--- src/rtl/motion_scheduler.sv ---
// Motion scheduler: accepts forward/turn commands, drives both wheel enables for a fixed
// number of cycles per command, and raises an advisory stuck flag after too many turns in a row.
module motion_scheduler #(
    parameter int unsigned FWD_CYCLES  = 4,
    parameter int unsigned TURN_CYCLES = 6,
    parameter int unsigned STUCK_LIMIT = 8
) (
    input  logic clk,
    input  logic rst_n,
    input  logic front_cmd,
    input  logic turn_cmd,
    input  logic cmd_valid,
    output logic cmd_ready,
    input  logic stuck_clr,
    output logic motor_left,
    output logic motor_right,
    output logic busy,
    output logic stuck
);

    typedef enum logic [1:0] {
        IDLE    = 2'd0,
        FORWARD = 2'd1,
        TURN    = 2'd2
    } state_e;

    localparam logic [7:0] FWD_LOAD  = 8'(FWD_CYCLES - 1);
    localparam logic [7:0] TURN_LOAD = 8'(TURN_CYCLES - 1);
    localparam logic [7:0] STUCK_MAX = 8'(STUCK_LIMIT);

    state_e     state_q, state_d;
    logic [7:0] dur_q, dur_d;
    logic [7:0] turn_cnt_q, turn_cnt_d, turn_base_s;
    logic       stuck_q, stuck_d, stuck_base_s;
    logic       motor_left_q, motor_left_d;
    logic       motor_right_q, motor_right_d;
    logic       busy_q, busy_d;
    logic       ready_q, ready_d;
    logic       accept_s, accept_turn_s, accept_fwd_s;

    // ready_q is high exactly in IDLE, so it doubles as the acceptance qualifier.
    assign accept_s      = cmd_valid & ready_q;
    assign accept_turn_s = accept_s & turn_cmd;
    assign accept_fwd_s  = accept_s & front_cmd & ~turn_cmd;

    // Next-state and registered-output decode of the motion FSM.
    always_comb begin
        state_d       = state_q;
        dur_d         = dur_q;
        motor_left_d  = motor_left_q;
        motor_right_d = motor_right_q;
        busy_d        = busy_q;
        ready_d       = ready_q;
        case (state_q)
            IDLE: begin
                if (accept_turn_s) begin
                    state_d       = TURN;
                    dur_d         = TURN_LOAD;
                    motor_left_d  = 1'b1;
                    motor_right_d = 1'b0;
                    busy_d        = 1'b1;
                    ready_d       = 1'b0;
                end else if (accept_fwd_s) begin
                    state_d       = FORWARD;
                    dur_d         = FWD_LOAD;
                    motor_left_d  = 1'b1;
                    motor_right_d = 1'b1;
                    busy_d        = 1'b1;
                    ready_d       = 1'b0;
                end else begin
                    state_d       = IDLE;
                    motor_left_d  = 1'b0;
                    motor_right_d = 1'b0;
                    busy_d        = 1'b0;
                    ready_d       = 1'b1;
                end
            end
            FORWARD, TURN: begin
                if (dur_q == 8'd0) begin
                    state_d       = IDLE;
                    motor_left_d  = 1'b0;
                    motor_right_d = 1'b0;
                    busy_d        = 1'b0;
                    ready_d       = 1'b1;
                end else begin
                    dur_d = dur_q - 8'd1;
                end
            end
            default: begin
                state_d       = IDLE;
                dur_d         = 8'd0;
                motor_left_d  = 1'b0;
                motor_right_d = 1'b0;
                busy_d        = 1'b0;
                ready_d       = 1'b1;
            end
        endcase
    end

    // Turn counter and stuck flag; a coincident clear is applied before the turn increment.
    always_comb begin
        if (stuck_clr) begin
            turn_base_s  = 8'd0;
            stuck_base_s = 1'b0;
        end else begin
            turn_base_s  = turn_cnt_q;
            stuck_base_s = stuck_q;
        end
        if (accept_turn_s) begin
            if (turn_base_s >= STUCK_MAX) begin
                turn_cnt_d = STUCK_MAX;
            end else begin
                turn_cnt_d = turn_base_s + 8'd1;
            end
        end else if (accept_fwd_s) begin
            turn_cnt_d = 8'd0;
        end else begin
            turn_cnt_d = turn_base_s;
        end
        stuck_d = stuck_base_s | (accept_turn_s & (turn_cnt_d == STUCK_MAX));
    end

    // State registers with asynchronous active-low reset.
    always_ff @(posedge clk or negedge rst_n) begin
        if (!rst_n) begin
            state_q       <= IDLE;
            dur_q         <= 8'd0;
            turn_cnt_q    <= 8'd0;
            stuck_q       <= 1'b0;
            motor_left_q  <= 1'b0;
            motor_right_q <= 1'b0;
            busy_q        <= 1'b0;
            ready_q       <= 1'b1;
        end else begin
            state_q       <= state_d;
            dur_q         <= dur_d;
            turn_cnt_q    <= turn_cnt_d;
            stuck_q       <= stuck_d;
            motor_left_q  <= motor_left_d;
            motor_right_q <= motor_right_d;
            busy_q        <= busy_d;
            ready_q       <= ready_d;
        end
    end

    assign cmd_ready   = ready_q;
    assign motor_left  = motor_left_q;
    assign motor_right = motor_right_q;
    assign busy        = busy_q;
    assign stuck       = stuck_q;

endmodule
--- config.mk ---
export PLATFORM = sky130hd
export DESIGN_NAME = motion_scheduler
export DESIGN_NICKNAME = d
export VERILOG_FILES = /design/src/rtl/motion_scheduler.sv
export SDC_FILE = /design/constraint.sdc
export NUM_CORES = 1
export LEC_CHECK = 0
export ABC_AREA = 1
export ABC_CLOCK_PERIOD_IN_PS = 2260
export BUFFER_PORTS_ARGS = -buffer_cell sky130_fd_sc_hd__clkbuf_2
export CAP_MARGIN = 5
export CORE_AREA = 3 3 50 52
export DETAILED_ROUTE_END_ITERATION = 7
export DIE_AREA = 0 0 53 55
export PLACE_DENSITY_LB_ADDON = 0.12
export SKIP_CTS_REPAIR_TIMING = 1
export SLEW_MARGIN = 20
export SYNTH_ARGS = -nofsm -noshare
export SYNTH_HDL_FRONTEND = slang
export SYNTH_SLANG_ARGS = --single-unit
--- constraint.sdc ---
create_clock -name clk -period 2.26 [get_ports clk]
set_input_delay 0.452 -clock clk [delete_from_list [all_inputs] [get_ports clk]]
set_output_delay 0.452 -clock clk [all_outputs]
set_load 0.03 [all_outputs]
# After elaboration in Yosys (flattened, before gate mapping)
# Index checks and enable logic that the tools add are counted.
[word_totals]
ff_bits = 22
in_bits = 6
wordCells = 50
[classes]
n_addsub = 2
n_lt_le_gt_ge = 1
eq_ne = 6
mux = 23
bitwise_logic = 7
n_reduce_logical = 4
[op_table]
columns = ["operator", "count"]
rows = [
  ["$mux W8", 7],
  ["$pmux W8 S2", 1],
  ["$mux W1", 9],
  ["$add A8 B1 Y8 const B", 1],
  ["$eq A8 B4 Y1 const B", 1],
  ["$ge A8 B4 Y1 const B", 1],
  ["$logic_not A8 Y1", 1],
  ["$sub A8 B1 Y8 const B", 1],
  ["$pmux W1 S2", 3],
  ["$and A1 B1 Y1", 5],
  ["$mux W2", 2],
  ["$ne A2 B2 Y1 const B", 2],
  ["$pmux W2 S2", 1],
  ["$ne A3 B3 Y1 const B", 1],
  ["$eq A2 B1 Y1 const B", 1],
  ["$eq A2 B2 Y1 const B", 1],
  ["$logic_not A2 Y1", 1],
  ["$reduce_and A2 Y1", 1],
  ["$reduce_or A2 Y1", 1],
  ["$not A1 Y1", 1],
  ["$or A1 B1 Y1", 1],
]

# Logic depth before layout (Yosys ltp)
# Gate-level depths: netlist (run 1).
[logic_depth]
word_depth = 8
ltp_mapped = 10

# Worst setup path before layout (run 1)
# Ideal clock, no wire load.
[synth_timing]
path_kind = "reg-to-reg"
startpoint = "reg, netlist name motor_right"
endpoint = "reg dur_q[1]"
arrival_ns = 1.437
required_ns = 2.139
setup_slack_ns = 0.702
stages_incl_launch_ff = 8
path_buffers = 1
synth_period_minus_slack_ns = 1.558
cell_sequence = "dfrtp_1 inv_1 ha_1 nand3_4 nand2_4 buf_12 nor2_2 a21oi_2"
[synth_rtl]
columns = ["element", "line_no", "source"]
rows = [
  ["end signal, assigned", "136", "dur_q <= dur_d;"],
  ["end, declared", "32", "logic [7:0] dur_q, dur_d;"],
]

# Worst setup path in the final report (run 1)
[layout_timing]
startpoint = "reg ready_q, in the netlist cmd_ready"
endpoint = "out cmd_ready"
[layout_rtl]
columns = ["element", "line_no", "source"]
rows = [
  ["start, declared", "38", "logic ready_q, ready_d;"],
  ["start signal, assigned", "142", "ready_q <= ready_d;"],
  ["end, declared", "13", "output logic cmd_ready,"],
]
# No word-level cell between the ends.

==> results of run 1 <==
-- per-layer routing --
metal  vias up  part of all wire (%)
met5         -                     0
met4         0                   1.9
met3         4                   4.4
met2        22                    42
met1       456                    52
li1        521                     -
-- sequential cells by signal, indices dropped and copies added, names as in the netlist --
name	cells
turn_cnt_q	8
busy	1
state_q	1
motor_right	1
stuck	1
dur_q	8
cmd_ready	1
-- worst max path at each step --
stage          slack, ps   endpoint
3_3_place_gp         780      stuck
2_1_floorplan        700   dur_q[1]
4_1_cts              690  cmd_ready
6_report             690  cmd_ready
5_1_grt              620   dur_q[1]
3_5_place_dp         770      stuck
-- worst reg2reg max path: stages, from the launching register on --
cell and delay [ps]:
dfrtp_1 380, inv_1 60, ha_1 450, nand2_1 180
o21ai_0 200, nor2_1 80, a21oi_2 120
-- where the power goes --
group / total, mW / internal (mW) / switching [mW] / leakage [nW]
clock: 0.184 / 0.0662 / 0.118 / 0.0177
combinational: 0.655 / 0.208 / 0.447 / 0.410
sequential: 0.510 / 0.453 / 0.0569 / 0.276
-- Yosys cell counts (all sizes together) --
| library cell | number |
|---|---|
| o21a | 1 |
| nand4 | 5 |
| inv | 20 |
| buf | 3 |
| xor2 | 1 |
| nand2 | 40 |
| nor3 | 1 |
| nor3b | 1 |
| dfstp | 1 |
| o22ai | 4 |
| xnor2 | 1 |
| nand3 | 15 |
| ha | 4 |
| a21oi | 6 |
| o21ai | 10 |
| dfrtp | 20 |
| o21bai | 1 |
| nor2 | 19 |
-- metrics by stage --
stage / cell area, um^2 / worst slack (ps) / utilization (%)
detailed placement: 1326 / 769.0 / 61.74
CTS: 1354 / 686.8 / 63.02
global placement: 1326 / 780.4 / 61.74
global route: 1354 / 615.8 / 63.02
floorplan: 1280 / 701.8 / -
finish: 1354 / 695.0 / 63.02
-- cell families after synthesis --
group / Yosys count / synth area share, %
AO/OA/AOI/OAI: 22 / 10.85
XOR/XNOR: 2 / 1.369
adder cells (fa/ha/maj): 4 / 3.910
buffers and inverters: 23 / 8.895
flip-flops: 21 / 41.15
AND/OR/NAND/NOR: 81 / 33.82
-- area by class of cell --
cell class | count | area [um^2]
multi-input combinational | 109 | 639.4
clock inverter | 1 | 5.005
sequential | 21 | 526.8
tap | 28 | 35.03
fill | 194 | 794.5
timing repair buffer | 10 | 50.05
inverter | 20 | 75.07
clock buffer | 3 | 22.52
==> flow_metrics.tcl, run 1 <==
set metrics [dict create \
    maxCapViolations 0 \
    crit_type "register to output port" \
    grt_max_degree 22 \
    cts.sinks 21 \
    start_kind "register" \
    drt-initial-drc-count 24 \
    worstPathRequired_ps 1810 \
    start_util_pct 59.58 \
    globalplace.congestion 0.8218 \
    cts_max_path_buffers 2 \
    cts_made_buffers 3 \
    cp-end-kind "output port" \
    wl_um 2296 \
    finalNetCount 175 \
    syn_area_mm2 0.001280 \
    die_h_um 55 \
    r2r_slack_ps 720 \
    tns_ps 0 \
    globalRouteMet3Util_pct 3.217 \
    crit_buf_inv 1 \
    drc 0 \
    first_global_vias 935 \
    drive_gt1_share_pct 23.17 \
    synthToLayoutAreaGrowth_pct 5.767 \
    synth_warnings 0 \
    synth_top_cell_by_area "dfrtp_1" \
    final_hold_viol_count 0 \
    vias 1003 \
    r2r_cells 6 \
    busiest_layer "met2" \
    status "finished, final reports clean" \
    holdWs_ps 80.64 \
    ys_ff_latch 21 \
    synth_top_area_share_pct 39.10 \
    antenna_found_initial 0 \
    synthDistinctLibCells 30 \
    cts-htree-levels 1 \
    wl_per_cell_um 11.96 \
    slowest_delay_ps 590 \
    syn_inst 153 \
    root_buffer "clkbuf_4" \
    dp_cells 188 \
    num_rows 17 \
    rr_endpoint "dur_q[0]" \
    finalCritPeriodShare_pct 69.25 \
    grt_use_met1_pct 27.52 \
    slew_headroom_pct 65.59 \
    layout_commonest_cell "nand2_1" \
    finalMaxSlewViolations 0 \
    p_per_area_mw_per_mm2 996.2 \
    core-area_mm2 0.002148 \
    ant_nets 0 \
    io_pins 11 \
    insertion_delay_ps 310 \
    grt_overflow 0 \
    fin_cells 192 \
    cp.arrival_ps 1110 \
    grt_use_met2_pct 28.93 \
    power_mw 1.349 \
    path_depth 1 \
    r2r-start "motor_right" \
    io_buffers 10 \
    avgSynthCellArea_um2 8.366 \
    antenna_cells 0 \
    cp_cell_sequence "clkbuf_2" \
    yosys-top-cells-area "dfrtp_1 39%, nand2_1 9.7%, nand3_1 5.5%" \
    vias_per_cell 5.224 \
    irDropWorstVdd_uv 803.5 \
    worst_pin_slew_ps 516.1 \
    dieArea_mm2 0.002915 \
    min_period_ps 1565 \
    crit_path_max_fanout 5 \
    min_path_type "input pin to asynchronous set/reset pin" \
    crit_family "flip-flops" \
    final-setup-viol-count 0 \
    dr.pass1.iters 4 \
    max_freq_mhz 639.0 \
    power.leakage_nw 0.7038 \
    rsz0062_at_grt "no" \
    layout_common_cells "33 x nand2_1, 20 x dfrtp_1, 16 x inv_1, 14 x nand3_1, 14 x nor2_1" \
    dp_hpwl_um 1738 \
    final.setup_skew_ps 11.70 \
    seq_area_frac_synth_pct 41.15 \
    cts_tree "built" \
    grt_first_pass_wirelength_um 4084 \
    clkTransAtPathRegs_ps 120 \
    grt_usage_pct 19.53 \
    cp-startpoint "cmd_ready" \
    synth_nets 163 \
    fp.dieW_um 53 \
    cp_slowest_cell "dfstp_2" \
]
Power figures use the tool's default switching activity.
==> inputs of run 2 (changes only) <==
--- a/config.mk
+++ b/config.mk
@@ -6,12 +6,12 @@
 export NUM_CORES = 1
 export LEC_CHECK = 0
 export ABC_AREA = 1
-export ABC_CLOCK_PERIOD_IN_PS = 2260
+export ABC_CLOCK_PERIOD_IN_PS = 1450
 export BUFFER_PORTS_ARGS = -buffer_cell sky130_fd_sc_hd__clkbuf_2
 export CAP_MARGIN = 5
-export CORE_AREA = 3 3 50 52
+export CORE_AREA = 3 3 51 53
 export DETAILED_ROUTE_END_ITERATION = 7
-export DIE_AREA = 0 0 53 55
+export DIE_AREA = 0 0 54 56
 export PLACE_DENSITY_LB_ADDON = 0.12
 export SKIP_CTS_REPAIR_TIMING = 1
 export SLEW_MARGIN = 20
==> constraint.sdc (replaced) <==
create_clock -name clk -period 1.45 [get_ports clk]
set_input_delay 0.29 -clock clk [delete_from_list [all_inputs] [get_ports clk]]
set_output_delay 0.29 -clock clk [all_outputs]
set_load 0.03 [all_outputs]
==> flow_metrics.tcl, run 2 (same netlist as run 1, synthesis figures left out) <==
set metrics [dict create \
    min_path_type "input pin to register" \
    worst_pin_slew_ps 514.8 \
    drive_gt1_share_pct 30.00 \
    layout_common_cells "31 x nand2_1, 19 x dfrtp_1, 14 x inv_1, 13 x nand3_1, 12 x nor2_1" \
    wl_per_cell_um 12.43 \
    crit_path_max_fanout 14 \
    fp.dieW_um 54 \
    dieArea_mm2 0.003024 \
    cts_made_buffers 3 \
    vias_per_cell 5.354 \
    vias 1060 \
    final-setup-viol-count 0 \
    worstPathRequired_ps 1680 \
    r2r-start "dur_q[0]" \
    crit_type "register to register" \
    clkTransAtPathRegs_ps 120 \
    finalCoreUtilization_pct 65.85 \
    die_h_um 56 \
    core-area_mm2 0.002191 \
    r2r_slack_ps 40 \
    start_util_pct 58.42 \
    holdWs_ps 176.6 \
    cp-end-kind "register" \
    tns_ps 0 \
    io_buffers 10 \
    drt-initial-drc-count 22 \
    cts.sinks 21 \
    grt_overflow 0 \
    cp-startpoint "dur_q[0]" \
    layout_commonest_cell "nand2_1" \
    cts-htree-levels 1 \
    power.leakage_nw 0.7276 \
    num_rows 17 \
    cts_max_path_buffers 2 \
    first_global_vias 1047 \
    insertion_delay_ps 300 \
    grt_first_pass_wirelength_um 4340 \
    globalplace.congestion 0.8687 \
    dr.pass1.iters 4 \
    cp.arrival_ps 1650 \
    synthToLayoutAreaGrowth_pct 12.71 \
    p_per_area_mw_per_mm2 1556 \
    maxCapViolations 0 \
    wl_um 2461 \
    cts_tree "built" \
    fill_cells 187 \
    power_mw 2.245 \
    top_regs "dur_q (8), turn_cnt_q (8)" \
    irDropWorstVdd_uv 981.9 \
    start_kind "register" \
    status "finished, final reports clean" \
    rsz0062_at_grt "yes" \
    finalCritPeriodShare_pct 97.59 \
    min_period_ps 1415 \
    max_freq_mhz 706.7 \
    final.setup_skew_ps 3.540 \
    antenna_found_initial 0 \
    final_hold_viol_count 0 \
    grt_usage_pct 18.87 \
    antenna_cells 0 \
    ant_nets 0 \
    io_pins 11 \
    drc 0 \
    root_buffer "clkbuf_4" \
    finalMaxSlewViolations 0 \
    hold_start "stuck_clr" \
    dp_hpwl_um 1926 \
    grt_max_degree 22 \
    slew_headroom_pct 65.68 \
    finalNetCount 181 \
]
run 2: cell count changes in the layout (fill, tap and decap cells not counted), sizes merged:
| cell | delta |
|---|---|
| buf | +5 |
| clkbuf | +1 |
| clkinv | -1 |
| dlygate4sd3 | +1 |
run 2: where the power goes:
part | leakage [nW] | internal [mW] | switching [mW]
logic | 0.439 | 0.424 | 0.738
registers | 0.274 | 0.707 | 0.0934
clock network | 0.0150 | 0.107 | 0.176
total | 0.728 | 1.24 | 1.01
run 2: path summary, 6_finish.rpt:
check,to,cells after the start
max in group asynchronous,motor_right,2
setup reg to reg,dur_q[7],7
hold / removal,turn_cnt_q[7],2
hold reg to reg,stuck,2
min in group asynchronous,turn_cnt_q[7],2
setup / recovery,dur_q[7],7
run 2: cell type report:
type                            count  area (um^2)  share of cell area (%)
Inverter                           20        75.07                   5.204
Timing Repair Buffer               16        97.59                   6.765
Sequential cell                    21        528.0                   36.60
Clock buffer                        4        26.28                   1.821
Tap cell                           28        35.03                   2.428
Multi-Input combinational cell    109        680.7                   47.18
run 2: critical path: stages, from the launching register on:
cell,delay (ps)
dfrtp_1,420
inv_2,70
ha_1,140
nor3b_4,260
nand3_4,150
nand2_8,140
nor2_1,60
a21oi_1,110
run 2: per-stage QoR:
step,instance area [um^2],instances,setup WS [ps]
2_1_floorplan,1284,153,24.38
3_5_place_dp,1360,192,-1.000
5_1_grt,1443,198,-45.68
6_report,1443,198,35.02
4_1_cts,1386,196,-29.15
3_3_place_gp,1360,192,17.09
run 2: routing by layer:
metal	routed length, um	global-route usage (%)	vias to the layer above	share of wire, %
met5	0	0	-	0
met4	47	6.406	0	1.9
met3	71	3.485	7	2.9
met2	1299	32.70	17	53
met1	1042	22.50	506	42
li1	-	-	530	-
